<file path="config.mk">
export PLATFORM = sky130hd
export DESIGN_NAME = ravan_cipher_core
export DESIGN_NICKNAME = d
export VERILOG_FILES = /design/src/rtl/ravan_pkg.sv /design/src/rtl/ravan_round.sv /design/src/rtl/ravan_cipher_core.sv
export SDC_FILE = /design/constraint.sdc
export NUM_CORES = 2
export LEC_CHECK = 0
export CAP_MARGIN = 20
export CORE_UTILIZATION = 49
export DETAILED_ROUTE_END_ITERATION = 12
export GPL_TIMING_DRIVEN = 0
export PLACE_DENSITY = 0.74
export SETUP_SLACK_MARGIN = 0.3
export SYNTH_ARGS = -nofsm -noshare
export SYNTH_HDL_FRONTEND = slang
export SYNTH_SLANG_ARGS = --single-unit
</file>
<file path="constraint.sdc">
create_clock -name clk -period 19.15 [get_ports clk]
set_input_delay 3.83 -clock clk [delete_from_list [all_inputs] [get_ports clk]]
set_output_delay 3.83 -clock clk [all_outputs]
set_load 0.05 [all_outputs]
</file>
<file path="src/rtl/ravan_pkg.sv">
// Shared constants and helpers for the RAVAN round engine.
// Mode encoding, FSM state codes, default whitening seed and the mask LFSR step.
package ravan_pkg;

  localparam logic MODE_ENC = 1'b0;
  localparam logic MODE_DEC = 1'b1;

  typedef logic [1:0] state_t;
  localparam state_t ST_IDLE = 2'd0;
  localparam state_t ST_RUN  = 2'd1;
  localparam state_t ST_DONE = 2'd2;

  localparam logic [63:0] MASK_SEED_DEFAULT = 64'hffda_1234_daae_a339;

  // Shift left by one, feeding back bit w-1 xor bit w-3; bits at or above w are don't-care.
  function automatic logic [63:0] lfsr_next(input logic [63:0] m, input int unsigned w);
    logic [63:0] fb;
    fb = ((m >> (w - 1)) ^ (m >> (w - 3))) & 64'd1;
    return (m << 1) | fb;
  endfunction

endpackage

</file>
<file path="src/rtl/ravan_round.sv">
// One full RAVAN round: all key slices applied in a single combinational pass.
// Decrypt walks the slices in reverse and undoes each encrypt step exactly.
module ravan_round
  import ravan_pkg::*;
#(
  parameter int DATA_W = 64,
  parameter int SLICES = 8
) (
  input  logic [DATA_W-1:0]        x,
  input  logic [DATA_W*SLICES-1:0] key,
  input  logic [DATA_W-1:0]        tweak,
  input  logic                     mode,
  output logic [DATA_W-1:0]        x_next
);

  logic [DATA_W-1:0] acc;

  always_comb begin
    acc = x;
    if (mode == MODE_ENC) begin
      for (int j = 0; j < SLICES; j++) begin
        acc = ~(acc ^ key[j*DATA_W +: DATA_W]) + tweak;
      end
    end else begin
      for (int j = SLICES - 1; j >= 0; j--) begin
        acc = ~(acc - tweak) ^ key[j*DATA_W +: DATA_W];
      end
    end
    x_next = acc;
  end

endmodule

</file>
<file path="src/rtl/ravan_cipher_core.sv">
// Iterative RAVAN engine: one block per transaction, one round per clock,
// whitened with a per-block LFSR mask that advances on every accept.
module ravan_cipher_core
  import ravan_pkg::*;
#(
  parameter int          DATA_W    = 64,
  parameter int          SLICES    = 8,
  parameter int          ROUNDS    = 21,
  parameter logic [63:0] MASK_SEED = MASK_SEED_DEFAULT
) (
  input  logic                     clk,
  input  logic                     rst,
  input  logic                     in_valid,
  output logic                     in_ready,
  input  logic                     in_mode,
  input  logic [DATA_W-1:0]        in_data,
  input  logic [DATA_W-1:0]        in_tweak,
  input  logic [DATA_W*SLICES-1:0] in_key,
  output logic                     out_valid,
  input  logic                     out_ready,
  output logic [DATA_W-1:0]        out_data,
  output logic                     busy
);

  localparam int CNT_W = $clog2(ROUNDS + 1);
  localparam logic [CNT_W-1:0] CNT_LAST = CNT_W'(ROUNDS - 1);
  localparam logic [DATA_W-1:0] SEED = MASK_SEED[DATA_W-1:0];

  state_t                     state_q, state_d;
  logic                       mode_q, mode_d;
  logic [DATA_W*SLICES-1:0]   key_q, key_d;
  logic [DATA_W-1:0]          tweak_q, tweak_d;
  logic [DATA_W-1:0]          x_q, x_d;
  logic [DATA_W-1:0]          m_used_q, m_used_d;
  logic [DATA_W-1:0]          mask_q, mask_d;
  logic [DATA_W-1:0]          out_data_q, out_data_d;
  logic [CNT_W-1:0]           cnt_q, cnt_d;
  logic [DATA_W-1:0]          x_next;
  logic [63:0]                mask_ext, mask_adv;

  ravan_round #(
    .DATA_W (DATA_W),
    .SLICES (SLICES)
  ) u_round (
    .x      (x_q),
    .key    (key_q),
    .tweak  (tweak_q),
    .mode   (mode_q),
    .x_next (x_next)
  );

  always_comb begin
    mask_ext = '0;
    mask_ext[DATA_W-1:0] = mask_q;
    mask_adv = lfsr_next(mask_ext, DATA_W);
  end

  always_comb begin
    state_d    = state_q;
    mode_d     = mode_q;
    key_d      = key_q;
    tweak_d    = tweak_q;
    x_d        = x_q;
    m_used_d   = m_used_q;
    mask_d     = mask_q;
    out_data_d = out_data_q;
    cnt_d      = cnt_q;
    case (state_q)
      ST_IDLE: begin
        if (in_valid) begin
          mode_d   = in_mode;
          key_d    = in_key;
          tweak_d  = in_tweak;
          x_d      = in_data ^ mask_q;
          m_used_d = mask_q;
          mask_d   = mask_adv[DATA_W-1:0];
          cnt_d    = '0;
          state_d  = ST_RUN;
        end
      end
      ST_RUN: begin
        x_d   = x_next;
        cnt_d = cnt_q + CNT_W'(1);
        if (cnt_q == CNT_LAST) begin
          out_data_d = x_next ^ m_used_q;
          state_d    = ST_DONE;
        end
      end
      ST_DONE: begin
        if (out_ready) state_d = ST_IDLE;
      end
      default: state_d = ST_IDLE;
    endcase
  end

  always_ff @(posedge clk) begin
    if (rst) begin
      state_q    <= ST_IDLE;
      mode_q     <= MODE_ENC;
      key_q      <= '0;
      tweak_q    <= '0;
      x_q        <= '0;
      m_used_q   <= '0;
      mask_q     <= SEED;
      out_data_q <= '0;
      cnt_q      <= '0;
    end else begin
      state_q    <= state_d;
      mode_q     <= mode_d;
      key_q      <= key_d;
      tweak_q    <= tweak_d;
      x_q        <= x_d;
      m_used_q   <= m_used_d;
      mask_q     <= mask_d;
      out_data_q <= out_data_d;
      cnt_q      <= cnt_d;
    end
  end

  assign in_ready  = (state_q == ST_IDLE);
  assign out_valid = (state_q == ST_DONE);
  assign busy      = (state_q != ST_IDLE);
  assign out_data  = out_data_q;

endmodule

</file>
* Word level (Yosys, flattened, before mapping)
Cells that the tools add are included. W data, S select, Z words.
Storage, ports and cells: register bits 840, bits of input ports 645, output and inout bits 67, word-level logic and storage cells 84
Operators by class: add/sub/neg operators 17, equality and inequality tests 6, mux-type cells 9, bitwise operators 36, reductions and logical operators 7
Operators with widths (count):
- $xor A64 B64 Y64 | 18
- $not A64 Y64 | 16
- $add A64 B64 Y64 | 8
- $sub A64 B64 Y64 | 8
- $mux W64 | 2
- $pmux W64 S2 | 1
- $or A64 B1 Y64 | 1
- $pmux W5 S2 | 1
- $mux W2 | 3
- $pmux W2 S3 | 1
- $reduce_and A2 Y1 | 3
- $add A5 B1 Y5 const B | 1
- $eq A5 B5 Y1 const B | 1
- $mux W5 | 1
- $ne A2 B2 Y1 const B | 2
- $reduce_bool A2 Y1 | 2
- $reduce_and A3 Y1 | 1
- $eq A2 B1 Y1 const B | 1
- $eq A2 B2 Y1 const B | 1
- $logic_not A2 Y1 | 1
- $ne A2 B1 Y1 const B | 1
- $xor A1 B1 Y1 | 1

* Depth between registers and ports, before layout
depth in word-level cells 26, mapped depth 99, gate-level depth less buffers 98

* Hierarchy
A second synthesis with hierarchy kept.
Second synthesis, totals: cell total of the unflattened synthesis 11329, area total of the unflattened synthesis 87285.0 µm²
Modules (own cells, without submodules):
- ravan_round | instances 1, cells each 7825, area an instance 58254.6 µm², sequential area each 0.0 µm²
- ravan_cipher_core | instances 1, cells each 3504, area an instance 29030.3 µm², sequential area each 16255.6 µm²

* Least setup slack after synthesis
OpenSTA, ideal clock, no wires.
kind register to register, from register tweak_q[1], to register out_data_q[63] (netlist: out_data[63]), library setup time 86 ps, arrival time 16875 ps, data required time 19064 ps, slack 2189 ps, cell stages (with the launch flop) 95, buffers on the path 0, period minus slack after synthesis 16961 ps, cells stage by stage dfxtp_1 -> inv_1 -> fa_1 -> a21o_1 -> a21o_1 -> a21boi_0 -> o21ai_0 -> a21o_1 -> a21o_1 -> a21o_1 -> nand3_1 -> nand2_1 -> a21o_1 -> a21oi_1 -> xnor2_1 -> ha_1 -> and3_1 -> a311o_1 -> (+59 left out) -> xnor2_1 -> ha_1 -> a21oi_1 -> nand2_1 -> a21o_1 -> a21o_1 -> a21oi_1 -> nor2b_1 -> o21ai_0 -> o31a_1 -> a211o_1 -> xnor2_1 -> xnor2_1 -> xnor3_1 -> xnor2_1 -> mux2i_1 -> xnor2_1 -> a211oi_1
On the way: longest elaborated chain between the ends 26, elaborated cells on any way between the ends 48, classes of those cells add/sub: 16; mux: 1; bitwise: 31
RTL lines:
- start, declared | RTL line ravan_cipher_core.sv:32 | logic [DATA_W-1:0] tweak_q, tweak_d;
- start signal, assigned | RTL line ravan_cipher_core.sv:111 | tweak_q <= tweak_d;
- $sub A64 B64 Y64 | RTL line ravan_round.sv:26 | acc = ~(acc - tweak) ^ key[j*DATA_W +: DATA_W];
- $not A64 Y64 | RTL line ravan_round.sv:26
- $xor A64 B64 Y64 | RTL line ravan_round.sv:26
- $sub A64 B64 Y64 | RTL line ravan_round.sv:26
- $not A64 Y64 | RTL line ravan_round.sv:26
- $xor A64 B64 Y64 | RTL line ravan_round.sv:26
- $sub A64 B64 Y64 | RTL line ravan_round.sv:26
- $not A64 Y64 | RTL line ravan_round.sv:26
- (+10 left out)
- $sub A64 B64 Y64 | RTL line ravan_round.sv:26
- $not A64 Y64 | RTL line ravan_round.sv:26
- $xor A64 B64 Y64 | RTL line ravan_round.sv:26
- $sub A64 B64 Y64 | RTL line ravan_round.sv:26
- $not A64 Y64 | RTL line ravan_round.sv:26
- $xor A64 B64 Y64 | RTL line ravan_round.sv:26
- $mux W64 (*) | RTL line ravan_round.sv:20 | if (mode == MODE_ENC) begin
- $xor A64 B64 Y64 (*) | RTL line ravan_cipher_core.sv:85 | out_data_d = x_next ^ m_used_q;
- end signal, assigned | RTL line ravan_cipher_core.sv:115 | out_data_q <= out_data_d;
- end, declared | RTL line ravan_cipher_core.sv:36 | logic [DATA_W-1:0] out_data_q, out_data_d;
Every way passes the cells marked *; elsewhere a longest branch is shown, timed or not. A chain may end at the register's enable or synchronous reset.

* Worst setup path after layout
from register x_q[0], to register out_data_q[63] (netlist: out_data[63])
On the way: longest elaborated chain between the ends 26, elaborated cells on any way between the ends 50, classes of those cells add/sub: 16; mux: 1; bitwise: 33
RTL lines:
- start, declared | RTL line ravan_cipher_core.sv:33 | logic [DATA_W-1:0] x_q, x_d;
- start signal, assigned | RTL line ravan_cipher_core.sv:102 | x_q <= '0;
- start signal, assigned | RTL line ravan_cipher_core.sv:112 | x_q <= x_d;
- $sub A64 B64 Y64 or $xor A64 B64 Y64 (tied branches) | RTL line ravan_round.sv:26, ravan_round.sv:22
- $not A64 Y64 (on tied branches) | RTL line ravan_round.sv:26, ravan_round.sv:22
- $xor A64 B64 Y64 or $add A64 B64 Y64 (tied branches) | RTL line ravan_round.sv:26, ravan_round.sv:22
- $sub A64 B64 Y64 or $xor A64 B64 Y64 (tied branches) | RTL line ravan_round.sv:26, ravan_round.sv:22
- $not A64 Y64 (on tied branches) | RTL line ravan_round.sv:26, ravan_round.sv:22
- $xor A64 B64 Y64 or $add A64 B64 Y64 (tied branches) | RTL line ravan_round.sv:26, ravan_round.sv:22
- $sub A64 B64 Y64 or $xor A64 B64 Y64 (tied branches) | RTL line ravan_round.sv:26, ravan_round.sv:22
- $not A64 Y64 (on tied branches) | RTL line ravan_round.sv:26, ravan_round.sv:22
- (+10 left out)
- $sub A64 B64 Y64 or $xor A64 B64 Y64 (tied branches) | RTL line ravan_round.sv:26, ravan_round.sv:22
- $not A64 Y64 (on tied branches) | RTL line ravan_round.sv:26, ravan_round.sv:22
- $xor A64 B64 Y64 or $add A64 B64 Y64 (tied branches) | RTL line ravan_round.sv:26, ravan_round.sv:22
- $sub A64 B64 Y64 or $xor A64 B64 Y64 (tied branches) | RTL line ravan_round.sv:26, ravan_round.sv:22
- $not A64 Y64 (on tied branches) | RTL line ravan_round.sv:26, ravan_round.sv:22
- $xor A64 B64 Y64 or $add A64 B64 Y64 (tied branches) | RTL line ravan_round.sv:26, ravan_round.sv:22
- $mux W64 (*) | RTL line ravan_round.sv:20
- $xor A64 B64 Y64 (*) | RTL line ravan_cipher_core.sv:85
Marked as above.

==> results by group <==
Run status
  – Status: finished with violations
  – Failing checks: DRC

Drt
  – # DRC: 2
  – Total wire length: approximately 440,000 um
  – 1st-iter DRT viols: 11,700
  – DRT antenna net count: 0
  – Via/cell ratio: 6.36
  – WL per Instance: 29.8 um
  – Vias: around 94,000
  – Pre-antenna DRT Iters: 12

Hold path
  – Worst hold path depth: 2
  – Tightest Hold Check Type: reg2reg

Global route
  – Vias in the first global route: 86,500
  – First-pass GRT wire length: 608,000 um
  – Pin count of the biggest net entering global routing: 17
  – Tot GR Track Use: 0.470
  – Global route overflow: 0
  – Initial antenna violation count: 30

Logic synthesis
  – Synth Flop Type: dfxtp_1
  – Seq/Total Area, Yosys: 0.187
  – Post-synthesis cell count: 11,400
  – Syn nets: 13,000
  – Post-Synth Adder-Cell Area: 0.149
  – Synth Area per Inst: 7.62 sq um
  – Main combinational cell family by area after synthesis: compound AO/OA/AOI/OAI gates
  – Ys async rst share: 0
  – Post-synth EDFFs: 0
  – Synth Area in XOR/XNOR: 0.215
  – Synth Area in Compound Gates: 0.261
  – Cell variety after synth: a little under 90
  – Synth Area in Simple Gates: 0.162
  – Mux share of post-synthesis cell area: 0.000577
  – Synth warnings: 0
  – FF+latch count, synth: 811
  – Synthesized cell area: 0.0867 sq mm

STA
  – Slew @ Worst Pin: 1.42 ns
  – Clock Skews: 0.0695 ns
  – Final worst path period need: 18.74 ns
  – Fmax: 0.0534 GHz
  – Final worst path period share: 0.979
  – Slew Limit Fails: 0
  – Final hold vios: 0
  – Relative slew slack: 0.0541
  – RSZ-0062 raised after global routing: no
  – Final setup vio count: 0

Floorplanning
  – Starting Density: 0.493
  – Core area: about 0.18 sq mm
  – DIE AREA: 0.179 sq mm
  – DIE WIDTH: 423 um
  – Die Y: approximately 420 um
  – Core Rows: around 150
  – # IOs: 712

Clock tree
  – CTS Buffer Depth: 3
  – CTS tree: built
  – Root Buffer: clkbuf_16
  – Num CTS Buffers: 99
  – CTS Sinks: approximately 800
  – Clock transition at the registers of the reported paths: 0.06 ns
  – H-tree depth: 3
  – Clk_lat worst skew: 0.83 ns

Finish
  – Finished Layout Cells: between 10,000 and 15,000
  – Nets: 14,000
  – Filler cells: about 16,000
  – Synth-to-layout area growth: 21.1%
  – Util after Layout: 0.597
  – Share of layout cells above drive strength 1: 0.0696
  – Fin area: 0.105 sq mm
  – Leading cell type in the layout, fill and taps excluded: nand2_1
  – Most frequent cells in the layout: 1,848 x nand2_1, 1,554 x a21oi_1, 1,525 x xnor2_1

Placement
  – Final RePlAce weighted congestion: about 1.1
  – Port Buf Inserts: ~700
  – Dpl hpwl: 367,000 um
  – Placed Instances: roughly 14,000
  – Placed Area: slightly below 0.1 sq mm

Worst setup path
  – Crit path capture type: register
  – Setup CP Type: reg2reg
  – Worst EP required: between 15 and 20 ns
  – Critical path startpoint category: register
  – Most used cell along the critical path: a21o_1
  – WP data arrival: 19.48 ns
  – Critical-path cell with the highest stage delay: a2111oi_1
  – Reg2reg setup slack: 0.41 ns
  – R2r worst-path depth: 78
  – CP max stage delay: ~0.64 ns
  – Maximum fanout along the worst path: 6

Run
  – Max cap viols: 0
metal layers:
metal  wire (um)  GRT usage  part of all wire
met5          79          0           0.00018
met3       50100      0.112              0.11
met2      177000      0.670              0.40
met1      174000      0.607              0.39
met4       40800      0.358             0.092
synthesized netlist by cell type (78+ instances only):
cell	instances	share of area
a21oi_1	1640	0.095
and3_1	85	0.0061
xnor2_1	1598	0.16
clkbuf_1	328	0.014
nand4_1	99	0.0071
o21a_1	94	0.0081
dfxtp_1	811	0.19
inv_1	230	0.010
a21o_1	783	0.068
nor2_1	484	0.021
nor2b_1	149	0.011
nand2b_1	153	0.011
a221oi_1	78	0.0079
nand2_1	1853	0.080
o21ai_0	424	0.024
nor3_1	78	0.0045
nand3_1	135	0.0078
ha_1	1010	0.15
o21bai_1	120	0.010
xor2_1	523	0.053
worst paths after layout:
path / endpoint / startpoint
max: out_data[63]$_SDFFE_PP0P_ / x_q[0]$_SDFFE_PP0P_
min: m_used_q[59]$_SDFFE_PP0P_ / m_used_q[59]$_SDFFE_PP0P_
max reg2reg: out_data[63]$_SDFFE_PP0P_ / x_q[0]$_SDFFE_PP0P_
min reg2reg: m_used_q[59]$_SDFFE_PP0P_ / m_used_q[59]$_SDFFE_PP0P_
worst max-delay path: cells and delay by family, from the launching register on:
family / cells / cell delay (ns)
simple gates: 9 / 1.21
flops: 1 / 0.35
fa+ha+maj: 9 / 3.54
compound gates: 43 / 10.36
mux: 1 / 0.10
xor+xnor: 13 / 2.60
buf+inv: 3 / 0.44
state kept, by name, summed over array words and instances (netlist names):
register  count
x_q          64
m_used_q     64
mode_q        1
mask_ext     36
out_data     64
tweak_q      63
cnt_q         5
state_q       2
key_q       512
logic make-up after synthesis:
group | Yosys count
buf+inv | 581
flops | 811
mux | 5
compound gates | 3636
xor+xnor | 2124
fa+ha+maj | 1026
simple gates | 3195
stage by stage:
stage	setup WS, ns	setup TNS, ns	hold WS [ns]
3_3_place_gp	-5.05	-160.49	0.441
2_1_floorplan	2.19	0	0.445
3_5_place_dp	-4.12	-95.64	0.447
4_1_cts	0.301	0	0.459
5_1_grt	0.0237	0	0.481
6_report	0.412	0	0.467
area by class of cell:
cell class                 count  area [sq um]  area share
multi-input combinational   9986         71000       0.676
timing repair buffer         899          8830      0.0841
sequential                   811         16300       0.155
tap                         2340          2930      0.0279
clock buffer                 122          2720      0.0259
buffer                       351          1360      0.0129
antenna                       42           105     0.00100
clock inverter                58           932     0.00888
inverter                     230           890     0.00847
timing repair:
| item | 4_1_cts | 5_1_grt |
|---|---|---|
| hold buffers | 0 | 0 |
| setup endpoints to repair | 53 | 31 |
| pin swaps | 74 | 178 |
| gates resized for setup | 281 | 295 |
| buffers inserted | 52 | 101 |
Power is left out: the tool's default activity adds up to more than one toggle a clock period on the data nets, which glitch-free logic cannot reach.
